File: src/rtl/ctrl_pkg.sv
// Shared types for the multi-cycle RV32I controller: FSM states, datapath
// select encodings, opcode values and the decoded instruction class.
package ctrl_pkg;

  typedef enum logic [2:0] {
    FETCH, DECODE, EXEC, MEM, BRTGT, WB, TRAP, HALT
  } state_e;

  typedef enum logic [1:0] {PC_SEQ = 2'b00, PC_ALU = 2'b01, PC_TRAP = 2'b10} pc_src_e;
  typedef enum logic [1:0] {A_RS1 = 2'b00, A_PC = 2'b01, A_ZERO = 2'b10} alu_a_e;
  typedef enum logic [1:0] {B_RS2 = 2'b00, B_IMM = 2'b01} alu_b_e;
  typedef enum logic [1:0] {WB_ALU = 2'b00, WB_MDR = 2'b01, WB_PC4 = 2'b10} wb_sel_e;

  localparam logic [6:0] OPC_LUI    = 7'b0110111;
  localparam logic [6:0] OPC_AUIPC  = 7'b0010111;
  localparam logic [6:0] OPC_JAL    = 7'b1101111;
  localparam logic [6:0] OPC_JALR   = 7'b1100111;
  localparam logic [6:0] OPC_BRANCH = 7'b1100011;
  localparam logic [6:0] OPC_LOAD   = 7'b0000011;
  localparam logic [6:0] OPC_STORE  = 7'b0100011;
  localparam logic [6:0] OPC_OP_IMM = 7'b0010011;
  localparam logic [6:0] OPC_OP     = 7'b0110011;
  localparam logic [6:0] OPC_SYSTEM = 7'b1110011;

  // One-hot instruction class; all-zero means the opcode is not recognised.
  typedef struct packed {
    logic op;
    logic op_imm;
    logic load;
    logic store;
    logic jal;
    logic jalr;
    logic lui;
    logic auipc;
    logic branch;
    logic system;
  } cls_t;

endpackage

File: src/rtl/instr_classify.sv
// Combinational opcode classifier: one-hot instruction class plus an
// illegal flag for opcodes outside the supported RV32I set.
module instr_classify
  import ctrl_pkg::*;
(
  input  logic [6:0] opcode,
  output cls_t       cls,
  output logic       illegal
);

  always_comb begin
    // NOTE: every combinational output gets a default before the case so no
    // path leaves it unassigned, which would otherwise infer a latch.
    cls = '0;
    case (opcode)
      OPC_OP:     cls.op     = 1'b1;
      OPC_OP_IMM: cls.op_imm = 1'b1;
      OPC_LOAD:   cls.load   = 1'b1;
      OPC_STORE:  cls.store  = 1'b1;
      OPC_JAL:    cls.jal    = 1'b1;
      OPC_JALR:   cls.jalr   = 1'b1;
      OPC_LUI:    cls.lui    = 1'b1;
      OPC_AUIPC:  cls.auipc  = 1'b1;
      OPC_BRANCH: cls.branch = 1'b1;
      OPC_SYSTEM: cls.system = 1'b1;
      default:    cls = '0;
    endcase
    illegal = ~|cls;
  end

endmodule

File: src/rtl/mc_control.sv
// Multi-cycle control FSM: steps each instruction through FETCH, DECODE,
// EXEC, MEM/BRTGT and WB, driving datapath selects, enables and handshakes.
module mc_control
  import ctrl_pkg::*;
#(
  parameter bit TRAP_ILLEGAL = 1'b1
) (
  input  logic       clk,
  input  logic       rst_n,
  input  logic [6:0] opcode,
  input  logic [2:0] funct3,
  input  logic       branch_taken,
  output logic       imem_req,
  input  logic       imem_ready,
  output logic       dmem_req,
  output logic       dmem_we,
  input  logic       dmem_ready,
  output logic       ir_we,
  output logic       pc_we,
  output logic [1:0] pc_src,
  output logic [1:0] alu_a_sel,
  output logic [1:0] alu_b_sel,
  output logic       alu_force_add,
  output logic       aluout_we,
  output logic       mdr_we,
  output logic       rf_we,
  output logic [1:0] wb_sel,
  output logic       illegal,
  output logic       halted,
  output logic       retire
);

  state_e state_q, state_d;
  cls_t   cls_q, cls_d;
  cls_t   dec_cls;
  logic   dec_illegal;

  instr_classify u_classify (
    .opcode  (opcode),
    .cls     (dec_cls),
    .illegal (dec_illegal)
  );

  always_ff @(posedge clk) begin
    // NOTE: state registers use non-blocking assignments so every flop
    // samples its pre-edge value regardless of statement order.
    if (!rst_n) begin
      state_q <= FETCH;
      cls_q   <= '0;
    end else begin
      state_q <= state_d;
      cls_q   <= cls_d;
    end
  end

  always_comb begin
    state_d       = state_q;
    cls_d         = cls_q;
    imem_req      = 1'b0;
    dmem_req      = 1'b0;
    dmem_we       = 1'b0;
    ir_we         = 1'b0;
    pc_we         = 1'b0;
    pc_src        = PC_SEQ;
    alu_a_sel     = A_RS1;
    alu_b_sel     = B_RS2;
    alu_force_add = 1'b0;
    aluout_we     = 1'b0;
    mdr_we        = 1'b0;
    rf_we         = 1'b0;
    wb_sel        = WB_ALU;
    illegal       = 1'b0;
    halted        = 1'b0;
    retire        = 1'b0;

    // Outputs stay quiet for the whole reset cycle so abandoned requests drop at once.
    if (rst_n) begin
      case (state_q)
        FETCH: begin
          imem_req = 1'b1;
          if (imem_ready) begin
            ir_we   = 1'b1;
            pc_we   = 1'b1;
            pc_src  = PC_SEQ;
            state_d = DECODE;
          end
        end

        DECODE: begin
          cls_d = dec_cls;
          if (dec_cls.system) begin
            if (funct3 == 3'b000) begin
              state_d = HALT;
            end else begin
              retire  = 1'b1;
              state_d = FETCH;
            end
          end else if (dec_illegal) begin
            if (TRAP_ILLEGAL) begin
              state_d = TRAP;
            end else begin
              retire  = 1'b1;
              state_d = FETCH;
            end
          end else begin
            state_d = EXEC;
          end
        end

        EXEC: begin
          aluout_we = 1'b1;
          if (cls_q.lui) alu_a_sel = A_ZERO;
          else if (cls_q.auipc || cls_q.jal) alu_a_sel = A_PC;
          alu_b_sel = (cls_q.op || cls_q.branch) ? B_RS2 : B_IMM;
          if (cls_q.jal || cls_q.jalr) begin
            pc_we  = 1'b1;
            pc_src = PC_ALU;
          end
          if (cls_q.load || cls_q.store) begin
            state_d = MEM;
          end else if (cls_q.branch) begin
            if (branch_taken) begin
              state_d = BRTGT;
            end else begin
              retire  = 1'b1;
              state_d = FETCH;
            end
          end else if (cls_q.system) begin
            // Unreachable: SYSTEM never leaves DECODE towards EXEC.
            state_d = FETCH;
          end else begin
            state_d = WB;
          end
        end

        MEM: begin
          dmem_req = 1'b1;
          dmem_we  = cls_q.store;
          if (dmem_ready) begin
            if (cls_q.store) begin
              retire  = 1'b1;
              state_d = FETCH;
            end else begin
              mdr_we  = 1'b1;
              state_d = WB;
            end
          end
        end

        BRTGT: begin
          alu_a_sel     = A_PC;
          alu_b_sel     = B_IMM;
          alu_force_add = 1'b1;
          pc_we         = 1'b1;
          pc_src        = PC_ALU;
          retire        = 1'b1;
          state_d       = FETCH;
        end

        WB: begin
          rf_we = 1'b1;
          if (cls_q.jal || cls_q.jalr) wb_sel = WB_PC4;
          else if (cls_q.load) wb_sel = WB_MDR;
          retire  = 1'b1;
          state_d = FETCH;
        end

        TRAP: begin
          pc_we   = 1'b1;
          pc_src  = PC_TRAP;
          illegal = 1'b1;
          state_d = FETCH;
        end

        HALT: begin
          halted = 1'b1;
        end

        default: state_d = FETCH;
      endcase
    end
  end

endmodule

File: config.mk
export PLATFORM = sky130hd
export DESIGN_NAME = mc_control
export DESIGN_NICKNAME = d
export VERILOG_FILES = /design/src/rtl/ctrl_pkg.sv /design/src/rtl/instr_classify.sv /design/src/rtl/mc_control.sv
export SDC_FILE = /design/constraint.sdc
export NUM_CORES = 1
export LEC_CHECK = 0
export ABC_AREA = 0
export CORE_ASPECT_RATIO = 1.25
export CORE_MARGIN = 4
export CORE_UTILIZATION = 45
export CTS_BUF_LIST = sky130_fd_sc_hd__clkbuf_2
export DETAILED_ROUTE_END_ITERATION = 10
export HOLD_SLACK_MARGIN = 0.15
export PLACE_DENSITY_LB_ADDON = 0.3
export SYNTH_ARGS = -nofsm -noshare
export SYNTH_HDL_FRONTEND = slang
export SYNTH_SLANG_ARGS = --single-unit
File: constraint.sdc
create_clock -name clk -period 1.94 [get_ports clk]
set_input_delay 0.194 -clock clk [delete_from_list [all_inputs] [get_ports clk]]
set_output_delay 0.194 -clock clk [all_outputs]
set_load 0.02 [all_outputs]
# [Word-level counts from Yosys, hierarchy flattened]
# Cells that the tools add are included.
[totals] output_inout_bits=20 input_bits=15 regBits=12 word_cells=111
[op_classes] n_reduce_logical=12 n_eq_ne=19 muxes=70
[ops] operator="2-to-1 mux 1 bit" count=48
[ops] operator="2-to-1 mux 3 bit" count=10
[ops] operator="equality test 7 bit (second input constant)" count=4
[ops] operator="equality test 7 x 6 -> 1 bit (second input constant)" count=3
[ops] operator="case mux 3 bit (5 select lines)" count=1
[ops] operator="equality test 7 x 5 -> 1 bit (second input constant)" count=2
[ops] operator="equality test 3 bit (second input constant)" count=4
[ops] operator="2-to-1 mux 2 bit" count=6
[ops] operator="OR reduction 10 bit" count=1
[ops] operator="equality test 7 x 2 -> 1 bit (second input constant)" count=1
[ops] operator="equality test 3 x 2 -> 1 bit (second input constant)" count=2
[ops] operator="zero test 3 bit" count=2
[ops] operator="case mux 2 bit (3 select lines)" count=1
[ops] operator="nonzero test 5 bit" count=1
[ops] operator="logical OR 1 bit" count=4
[ops] operator="!= test 2 bit (second input constant)" count=2
[ops] operator="case mux 1 bit (4 select lines)" count=1
[ops] operator="case mux 2 bit (2 select lines)" count=1
[ops] operator="OR reduction 2 bit" count=2
[ops] operator="equality test 3 x 1 -> 1 bit (second input constant)" count=1
[ops] operator="case mux 1 bit (3 select lines)" count=1
[ops] operator="AND reduction 3 bit" count=1
[ops] operator="OR reduction 3 bit" count=1
[ops] operator="case mux 1 bit (2 select lines)" count=1

# [Depth between registers and ports, before layout]
[depth] depth_word=6 depth_mapped=6 mapped_depth_nobuf=4

# [Modules after synthesis]
# From an unflattened synthesis, not the netlist that was laid out.
[hier_totals] cells_unflattened=145 area_unflattened_um2=984.7
[modules_own_cells] module="mc_control" area_each_um2=838.3 cells_each=121 seq_area_each_um2=240.2 instances=1
[modules_own_cells] module="instr_classify" area_each_um2=146.4 cells_each=24 seq_area_each_um2=0.0 instances=1

# [Worst setup path after synthesis]
# OpenSTA, ideal clock, no wires.
[synth_path] path_type="flip-flop to output port" startpoint="reg state_q[0]" endpoint="out ir_we" path_buffers=1 stages_incl_launch_ff=5 setup_slack_ps=186 arrival_ps=1560 required_ps=1746 path_cell_list="dfxtp_1 clkbuf_1 nand2b_1 nor3_1 and2_1"
[synth_between] elab_chain_cells=3
[synth_rtl] element="from (decl)" line="mc_control.sv:33" text="state_e state_q, state_d;"
[synth_rtl] element="from (signal assigned)" line="mc_control.sv:51" text="state_q <= state_d;"
[synth_rtl] element="zero test 3 bit" line="mc_control.sv:78" text="case (state_q)"
[synth_rtl] element="2-to-1 mux 1 bit" line="mc_control.sv:78"
[synth_rtl] element="2-to-1 mux 1 bit" line="mc_control.sv:77" text="if (rst_n) begin"
[synth_rtl] element="to (decl)" line="mc_control.sv:18" text="output logic ir_we,"
# Every way passes these cells.

# [Worst setup path after layout]
[layout_path] startpoint="in rst_n" endpoint="out dmem_req"
[layout_between] elab_chain_cells=1
[layout_rtl] element="from (decl)" line="mc_control.sv:9" text="input logic rst_n,"
[layout_rtl] element="2-to-1 mux 1 bit" line="mc_control.sv:77"
[layout_rtl] element="to (decl)" line="mc_control.sv:15" text="output logic dmem_req,"
# Every way passes these cells.

==> results.yml <==
outcome:
  run_status: "completed"
global_route:
  antenna_found_initial: 0
  grt_pass1_wl_um: 4590
  grt_max_degree: 14
  gr-total-overflow: 0
  grt_usage_pct: 19.7
  grt_pass1_vias: 1089
clocking:
  cts_sinks: 12
  htreeDepth: 1
  clock_latency_ns: 0.26
  clkTransAtPathRegs_ns: 0.10
  ctsHoldBuffers: 0
  cts_buffer_depth: 2
  cts_buffers: 3
  cts_setup_buffers: 0
  cts_tree: "done"
  cts_root_buffer: "clkbuf_2"
flow_run:
  maxCapViolCount: 0
place:
  dp_hpwl_um: 2300
  gp_congestion: 0.907
  portBuffers: 33
synth:
  synth_top_area_cell: "dfxtp_1"
  ys_seq_area_share_pct: 26.0
  synth_edf_count: 0
  ys_async_sr_fraction_pct: 0
  post_synth_num_cell_types: 38
  synth_top_area_share_pct: 26.0
  synth.most_common_cell: "nor2_1"
  avgSynthCellArea_um2: 7.34
  ys_top_cells_by_area: "dfxtp_1 26%, nor2_1 6.9%, nand2_1 5.3%, nor2b_1 4.7%, o21ai_0 4.3%"
  syn-num-nets: 141
  yosysWarnings: 0
  syn_area_um2: 925
  ys_top_cells_by_count: "17 x nor2_1, 13 x nand2_1, 12 x dfxtp_1, 8 x o21ai_0, 7 x nor2b_1"
  syn_inst: 126
  synthFlopType: "dfxtp_1"
  synth-seq-cells: 12
floorplan:
  rows: 18
  start_util_pct: 47.2
  ioPinCount: 35
  core_area_um2: 1960
  die_x_um: 48.5
  die_y_um: 58.7
  die-area_um2: 2850
critical_path:
  crit_type: "in -> out"
  cp-end-kind: "output port"
  cp.required_ns: 1.75
  worstPathArrival_ns: 1.68
  worstPathMaxFanout: 5
  critPathLaunchType: "input pin"
power:
  total_power_mw: 0.706
  p_leak_nw: 0.677
  irDropWorstVdd_uv: 305
  p_per_area_nw_per_um2: 487
cells_and_area:
  layout-drive-gt1-share_pct: 23.3
  diodes: 0
  area_growth_pct: 56.8
  postLayoutCoreUtil_pct: 74.0
  fin_nets: 197
sta:
  maxSlewViolCount: 0
  hold_viol: 0
  timing.final.crit_share_pct: 96.5
  finalSetupViolCount: 0
  timing.hold.ws_ns: 0.417
  finalClockSkew_ns: 0.00184
  fmax_mhz: 534
  fin_crit_ns: 1.87
routing:
  postRouteAntennaNets: 0
  drcViolationCount: 0
  drt-pass1-iter-count: 4
  routed_wl_um: 2970
  dr_total_vias: 1160
  first_iter_violations: 62
  routedWlPerCell_um: 14.9
  vias_per_cell: 5.80
hold_path:
  hp-class: "in -> reg"
==> power breakdown <==
part           internal [mW]  leakage, nW  switching, mW  total, mW
combinational          0.156        0.567          0.169      0.325
clock                 0.0422       0.0125         0.0761      0.118
sequential             0.256       0.0976        0.00762      0.264
total                  0.454        0.677          0.252      0.706
==> sequential cells by signal, summed over array words and instances (netlist names) <==
name / cells
state_q: 3
cls_q: 9
==> worst max-delay path: stages <==
cell             delay (ns)
clkdlybuf4s50_1        0.49
buf_4                  0.13
nand2_1                0.12
nor2_1                 0.13
clkdlybuf4s50_1        0.61
==> through the flow <==
| step | instance area (µm²) | setup slack (ns) | instances | TNS [ns] |
|---|---|---|---|---|
| floorplan | 925 | 0.186 | 126 | 0 |
| CTS | 1440 | -0.0106 | 200 | -0.0106 |
| detailed placement | 1420 | -0.439 | 197 | -1.28 |
| global placement | 1420 | -0.398 | 197 | -0.861 |
| global route | 1450 | -0.00235 | 200 | -0.00235 |
| finish | 1450 | 0.0672 | 200 | 0 |
==> cells in the final DEF (no fill, tap or decap), drive strengths merged, types with 8 or more instances in the layout <==
master	instances
buf	27
clkdlybuf4s50	14
dfxtp	12
dlygate4sd2	12
nand2	13
nor2	17
nor2b	8
o21ai	8
==> final timing paths <==
path | start | end | slack [ns] | cells after the start
setup / recovery | rst_n | dmem_req | 0.07 | 5
setup reg to reg | state_q[0] | cls_q[6] | 0.18 | 6
hold / removal | opcode[3] | cls_q[0] | 0.42 | 4
hold reg to reg | cls_q[4] | cls_q[4] | 0.49 | 2
==> routing by layer <==
| metal | part of all wire [%] | track usage (%) | routed length (µm) |
|---|---|---|---|
| met2 | 55 | 40.1 | 1630 |
| met3 | 6.9 | 1.77 | 204 |
| met4 | 1.5 | 7.69 | 46 |
| met1 | 37 | 20.2 | 1090 |
| met5 | 0 | 0 | 0 |
==> cell families after synthesis <==
logic type / share of synthesized area [%]
DFF: 26.0
other: 0.406
and+or+nand+nor: 43.3
AOI/OAI and AO/OA: 23.4
buffers and inverters: 6.90
==> repair_timing <==
item,in CTS,in global routing
pin swaps,0,2
endpoints found under the setup margin,17,6
resized for setup,21,15
==> layout make-up <==
class | count | area, µm²
Timing Repair Buffer | 59 | 502
Tap cell | 20 | 25.0
Multi-Input combinational cell | 103 | 656
Clock buffer | 3 | 15.0
Sequential cell | 12 | 241
Inverter | 3 | 11.3
Fill cell | 159 | 509
Power figures use the tool's default switching activity.
